### config.mk
export PLATFORM = sky130hd
export DESIGN_NAME = pc_sequencer
export DESIGN_NICKNAME = d
export VERILOG_FILES = /design/src/rtl/pc_sequencer_pkg.sv /design/src/rtl/pc_sequencer_add_alu.sv /design/src/rtl/pc_sequencer.sv
export SDC_FILE = /design/constraint.sdc
export NUM_CORES = 1
export LEC_CHECK = 0
export CAP_MARGIN = 15
export CORE_ASPECT_RATIO = 1.75
export CORE_MARGIN = 2
export CORE_UTILIZATION = 43
export DETAILED_ROUTE_END_ITERATION = 8
export GPL_ROUTABILITY_DRIVEN = 0
export GPL_TIMING_DRIVEN = 0
export PLACE_DENSITY = 0.81
export SETUP_SLACK_MARGIN = 0.5
export SLEW_MARGIN = 20
export SYNTH_ARGS = -nofsm -noshare
export SYNTH_HDL_FRONTEND = slang
export SYNTH_SLANG_ARGS = --single-unit
### constraint.sdc
create_clock -name CLK -period 4.84 [get_ports CLK]
set_input_delay 1.452 -clock CLK [delete_from_list [all_inputs] [get_ports CLK]]
set_output_delay 1.452 -clock CLK [all_outputs]
set_load 0.05 [all_outputs]
### src/rtl/pc_sequencer_pkg.sv
// Shared definitions for the instruction-fetch PC sequencer: FSM encoding and
// default reset/increment constants.
package pc_sequencer_pkg;

  localparam int unsigned AddrW      = 32;
  localparam int unsigned InstrBytes = 4;
  localparam logic [31:0] ResetVec   = 32'h0000_0000;

  typedef enum logic [1:0] {
    StBoot = 2'd0,
    StRun  = 2'd1,
    StHold = 2'd2
  } pc_state_e;

  // A redirect target is misaligned when either of its two low bits is set.
  function automatic logic is_misaligned(input logic [1:0] low_bits);
    return low_bits != 2'b00;
  endfunction

endpackage

### src/rtl/pc_sequencer_add_alu.sv
// PC adder: base PC plus either the sequential increment or a branch offset,
// wrapping modulo 2^Width.
module pc_sequencer_add_alu #(
  parameter int unsigned Width = 32
) (
  input  logic [Width-1:0] PCout,
  input  logic [Width-1:0] offset,
  output logic [Width-1:0] increPC
);

  assign increPC = PCout + offset;

endmodule

### src/rtl/pc_sequencer.sv
// Fetch-stage PC sequencer: owns the PC, holds it on busywait/stall and parks
// redirects that arrive while the PC cannot advance.
module pc_sequencer
  import pc_sequencer_pkg::*;
#(
  parameter int unsigned          ADDR_W      = AddrW,
  parameter logic [ADDR_W-1:0]    RESET_VEC   = ADDR_W'(ResetVec),
  parameter int unsigned          INSTR_BYTES = InstrBytes
) (
  input  logic              CLK,
  input  logic              RESET,
  input  logic              stall,
  input  logic              imem_busywait,
  input  logic              branch_taken,
  input  logic [ADDR_W-1:0] branch_offset,
  input  logic              jump,
  input  logic [ADDR_W-1:0] jump_target,
  output logic [ADDR_W-1:0] pc,
  output logic              fetch_valid,
  output logic              misaligned
);

  pc_state_e         state_q, state_d;
  logic [ADDR_W-1:0] pc_q, pc_d;
  logic              pend_valid_q, pend_valid_d;
  logic [ADDR_W-1:0] pend_value_q, pend_value_d;
  logic              misaligned_q, misaligned_d;

  logic [ADDR_W-1:0] alu_offset, alu_sum, target;
  logic              redirect;

  // One adder serves both the live advance and the capture-time branch target.
  assign alu_offset = branch_taken ? branch_offset : ADDR_W'(INSTR_BYTES);

  pc_sequencer_add_alu #(
    .Width(ADDR_W)
  ) u_add_alu (
    .PCout  (pc_q),
    .offset (alu_offset),
    .increPC(alu_sum)
  );

  always_comb begin
    state_d      = state_q;
    pc_d         = pc_q;
    pend_valid_d = pend_valid_q;
    pend_value_d = pend_value_q;
    misaligned_d = 1'b0;
    target       = alu_sum;
    redirect     = 1'b0;

    if (pend_valid_q) begin
      target   = pend_value_q;
      redirect = 1'b1;
    end else if (jump) begin
      target   = jump_target;
      redirect = 1'b1;
    end else if (branch_taken) begin
      redirect = 1'b1;
    end

    unique case (state_q)
      StBoot: state_d = StRun;
      StRun, StHold: begin
        if (imem_busywait || stall) begin
          state_d = StHold;
          // Newest redirect wins; a jump beats a branch in the same cycle.
          if (jump) begin
            pend_valid_d = 1'b1;
            pend_value_d = jump_target;
          end else if (branch_taken) begin
            pend_valid_d = 1'b1;
            pend_value_d = alu_sum;
          end
        end else begin
          state_d      = StRun;
          pc_d         = {target[ADDR_W-1:2], 2'b00};
          misaligned_d = redirect && is_misaligned(target[1:0]);
          pend_valid_d = 1'b0;
        end
      end
      default: state_d = StBoot;
    endcase
  end

  always_ff @(posedge CLK) begin
    if (RESET) begin
      state_q      <= StBoot;
      pc_q         <= RESET_VEC;
      pend_valid_q <= 1'b0;
      pend_value_q <= '0;
      misaligned_q <= 1'b0;
    end else begin
      state_q      <= state_d;
      pc_q         <= pc_d;
      pend_valid_q <= pend_valid_d;
      pend_value_q <= pend_value_d;
      misaligned_q <= misaligned_d;
    end
  end

  assign pc          = pc_q;
  assign fetch_valid = (state_q != StBoot);
  assign misaligned  = misaligned_q;

endmodule
==> reports/qor.txt <==
CLOCK TREE
-------------------------------------------------------------------------------------
Post-CTS setup repair buffer count                                                  0
Clock network latency to the later pin of the worst-skew pair                 0.34 ns
Clock buffer count from CTS                                                         9
Cts hold-fix bufs                                                                   0
Clock tree root buffer cell                                              sky130_fd_sc_hd__clkbuf_16
Register clock-pin slew on the reported worst setup and hold paths            0.06 ns
Total clock sinks                                                                  66
CTS H-tree lvls                                                                     3
CTS tree                                                                        built
Max Root-Sink Buffers                                                               2

PLACEMENT
-------------------------------------------------------------------------------------
Buffers added on ports                                                            101
Placement Setup Slack                                                      -0.4727 ns
Cell Area, Placed                                                           5919 um^2
Detail Placement HPWL                                                        12630 um

LAYOUT
-------------------------------------------------------------------------------------
Syn-to-layout area delta                                                       32.19%
Post-route design area                                                      6269 um^2
Most used cells in the layout excluding fill and tap cells               sky130_fd_sc_hd__clkdlybuf4s50_1, sky130_fd_sc_hd__dfxtp_1, sky130_fd_sc_hd__nor2_1, sky130_fd_sc_hd__nand2_1, sky130_fd_sc_hd__a21oi_1
Layout cell share with drive strength beyond 1                                 6.362%
Number of diodes                                                                    0
Most frequent standard cell in the layout excluding fill and tap cells   sky130_fd_sc_hd__clkdlybuf4s50_1
Number of nets in the layout                                                      821

WORST SETUP PATH
-------------------------------------------------------------------------------------
Cell type of the slowest stage on the worst timing path                  sky130_fd_sc_hd__a2111oi_4
Depth of the worst register-to-register path                                        9
Required time of the critical path                                            5.06 ns
Worst Setup EP                                                           pc[31]$_SDFFE_PP0P_
Endpoint type of the worst setup path                                            flop
Worst setup path class                                                      in -> reg
Cells traversed along the worst timing path                              dlygate4sd2_1 > clkbuf_8 > and2_1 > ha_2 > and3_1 > a221oi_1 > a211o_1 > a2111oi_4 > nor4_2 > or3_1 > a31oi_1 > o21ai_1
Worst Setup SP                                                           branch_taken
Beginning of the worst register-to-register path                         pc[11]$_SDFFE_PP0P_
Slack of the worst reg-to-reg path                                            1.92 ns
CP max FO                                                                          10
WP data arrival                                                               4.49 ns
Slowest stage delay, CP                                                       0.42 ns
Reg-to-reg endpoint                                                      pend_value_q[27]$_SDFFE_PP0P_
CP Launch Type                                                             input port

FLOORPLAN
-------------------------------------------------------------------------------------
I/O pins                                                                          104
Vertical die dimension                                                       142.9 um
Die boundary width                                                           83.39 um
Number of placement rows                                                           50
Die area                                                                   11920 um^2
Starting density of the core                                                   44.33%
Core footprint                                                             10700 um^2

LOGIC SYNTHESIS
-------------------------------------------------------------------------------------
Portion of the post-synthesis area used by sequential elements                 27.86%
Average footprint of a synthesized cell                                    7.825 um^2
Total of flip-flops plus latches after synthesis                                   66
Async set-reset flop share out of synthesis                                        0%
Yosys synthesis warning count                                                       0
Number of synthesized flops with an enable pin                                      0
Proportion of netlist area held by the largest area contributor                27.86%
Post-synthesis instance area                                                4742 um^2
Number of library cell types mapped by synthesis                                   67
Syn Inst Count                                                                    606
Cell accounting for the most synthesized area                            sky130_fd_sc_hd__dfxtp_1
Synth Flop Type                                                          sky130_fd_sc_hd__dfxtp_1
Synth area leaders                                                       sky130_fd_sc_hd__dfxtp_1, sky130_fd_sc_hd__ha_1, sky130_fd_sc_hd__a21oi_1, sky130_fd_sc_hd__nor2_1, sky130_fd_sc_hd__and2_1

GLOBAL ROUTE
-------------------------------------------------------------------------------------
All-Layer GR Usage                                                             27.51%
Via count of the first global-routing pass                                       5325
Total gr overflow                                                                   0
First-pass GRT wire length                                                   26100 um
Initial antenna violation count                                                     0
Largest net degree at the start of global routing                                  12

DRT
-------------------------------------------------------------------------------------
Initial DRT Pass Iterations                                                         7
DR vias/cell                                                                    6.251
DR WL/cell                                                                   19.66 um
Via Count                                                                        5332
Remaining antenna violation count                                                   0
Post-Route WL                                                                16770 um
Post-route DRC violation count                                                      0
1st-iter DRT viols                                                                432

TIMING
-------------------------------------------------------------------------------------
Tmin final                                                                   4.265 ns
Highest attainable clock frequency                                          234.5 MHz
RSZ-0062 raised after global routing                                               no
Final hold viol count                                                               0
Max transition margin                                                          38.24%
Period Utilization, post-route                                                 88.12%
Clock Skews                                                               0.006604 ns
Fin. max-slew vios                                                                  0
Transition time of the tightest slew-check pin                              0.9194 ns
Setup violators final                                                               0
Min setup slack post-route                                                  0.5751 ns

FLOW RUN
-------------------------------------------------------------------------------------
Count of maximum capacitance violations                                             0

OUTCOME
-------------------------------------------------------------------------------------
Outcome                                                                     completed

WORST HOLD PATH
-------------------------------------------------------------------------------------
Hold Path Cell Cnt                                                                  2
Worst min-delay path class                                                 reg -> reg

POWER AND IR DROP
-------------------------------------------------------------------------------------
Maximum vdd ir drop                                                         0.2511 mV
Power per unit of standard cell area                                     333.9 nW/um^2
Power, Total                                                                  2093 uW
Leakage                                                                   0.002537 uW

[sequential cells by signal (all words and copies together), names as in the netlist]
name and count:
pc 30, pend_valid_q 1, misaligned 1, pend_value_q 32
state_q 2
[where the power goes]
part | switching (uW) | internal [uW] | leakage, uW | total, uW
Clock | 249 | 345 | 0.000122 | 593
Combinational | 506 | 297 | 0.00188 | 804
Sequential | 59.4 | 637 | 0.000539 | 696
Total | 815 | 1280 | 0.00254 | 2090
[routing by layer]
| metal | up-vias | GRT usage, % | wire length [um] | share of wire [%] |
|---|---|---|---|---|
| met5 | - | 0 | 0 | 0 |
| met4 | 0 | 19.50 | 1156 | 6.9 |
| met3 | 79 | 4.277 | 1252 | 7.5 |
| met2 | 300 | 50.72 | 8604 | 51 |
| met1 | 2496 | 27.92 | 5757 | 34 |
| li1 | 2457 | - | - | - |
[cells by family (layout without fill, tap and decap cells)]
logic type,count (synthesis),after routing,share of synthesized area [%]
DFF,66,66,27.86
and+or+nand+nor,213,213,22.27
muxes,12,12,2.533
adders and majority gates,32,32,8.602
buffers and inverters,51,167,5.145
xor gates and xnor gates,20,20,3.694
other,1,2,0.07908
AOI/OAI and AO/OA,211,211,29.82
[area by class of cell]
| type | count | area, um^2 |
|---|---|---|
| inverter | 10 | 37.54 |
| multi-input combinational | 490 | 3248 |
| tap | 130 | 162.7 |
| timing repair buffer | 101 | 1010 |
| fill | 953 | 4429 |
| clock inverter | 4 | 28.78 |
| sequential | 66 | 1321 |
| buffer | 41 | 227.7 |
| clock buffer | 11 | 232.7 |
[through the flow]
stage                     hold slack (ns)  cells  utilization, %  TNS [ns]
after detailed placement           0.4617    838           55.33    -6.886
after floorplan                    0.4363    607               -         0
after CTS                          0.4691    853           58.44         0
after global routing               0.4798    853           58.60         0
final                              0.4680    853           58.60         0
after global placement             0.4429    838           55.33    -4.762
[worst max-delay path, delay by kind of cell]
kind / cells / cell delay, ns
simple gates: 4 / 0.92
fa+ha+maj: 1 / 0.39
compound gates: 5 / 1.24
buf+inv: 2 / 0.48
[synthesized netlist by cell type, types with 3 or more instances]
library cell and n:
sky130_fd_sc_hd__nor4_1 3, sky130_fd_sc_hd__o21ai_1 10, sky130_fd_sc_hd__a22o_1 7, sky130_fd_sc_hd__a211oi_1 20, sky130_fd_sc_hd__xor2_1 9, sky130_fd_sc_hd__xnor2_1 11, sky130_fd_sc_hd__mux2i_1 12, sky130_fd_sc_hd__a32oi_1 8
sky130_fd_sc_hd__a31oi_1 12, sky130_fd_sc_hd__buf_1 4, sky130_fd_sc_hd__clkbuf_1 25, sky130_fd_sc_hd__nor3_1 11, sky130_fd_sc_hd__a211o_1 4, sky130_fd_sc_hd__and2_1 33, sky130_fd_sc_hd__or3_1 4, sky130_fd_sc_hd__or4_1 3
sky130_fd_sc_hd__ha_1 31, sky130_fd_sc_hd__nand2_1 54, sky130_fd_sc_hd__a22oi_1 3, sky130_fd_sc_hd__o21bai_1 4, sky130_fd_sc_hd__o211ai_1 7, sky130_fd_sc_hd__o21a_1 3, sky130_fd_sc_hd__dfxtp_1 66, sky130_fd_sc_hd__buf_4 5
sky130_fd_sc_hd__nor2_1 58, sky130_fd_sc_hd__a221oi_1 5, sky130_fd_sc_hd__o21ai_0 40, sky130_fd_sc_hd__nand2b_1 8, sky130_fd_sc_hd__a21o_1 16, sky130_fd_sc_hd__a21oi_1 48, sky130_fd_sc_hd__nor2b_1 6, sky130_fd_sc_hd__and3_1 7
sky130_fd_sc_hd__nand4_1 3, sky130_fd_sc_hd__nand3_1 13, sky130_fd_sc_hd__inv_1 9
[worst min-delay path by stage]
stage | from | to | slack [ns]
final | pend_value_q[0]$_SDFFE_PP0P_ | pend_value_q[0]$_SDFFE_PP0P_ | 0.47
after global routing | pend_value_q[0]$_SDFFE_PP0P_ | pend_value_q[0]$_SDFFE_PP0P_ | 0.48
after CTS | pend_value_q[0]$_SDFFE_PP0P_ | pend_value_q[0]$_SDFFE_PP0P_ | 0.47
after detailed placement | pend_value_q[0]$_SDFFE_PP0P_ | pend_value_q[0]$_SDFFE_PP0P_ | 0.46
after global placement | pend_value_q[1]$_SDFFE_PP0P_ | pend_value_q[1]$_SDFFE_PP0P_ | 0.44
after floorplan | pend_value_q[1]$_SDFFE_PP0P_ | pend_value_q[1]$_SDFFE_PP0P_ | 0.44
[repair_timing]
item,CTS,global route
gates resized for setup,16,3
hold endpoints to repair,0,0
gates cloned,0,0
pin swaps,1,2
endpoints found under the setup margin,42,7
(Power assumes the default switching activity.)
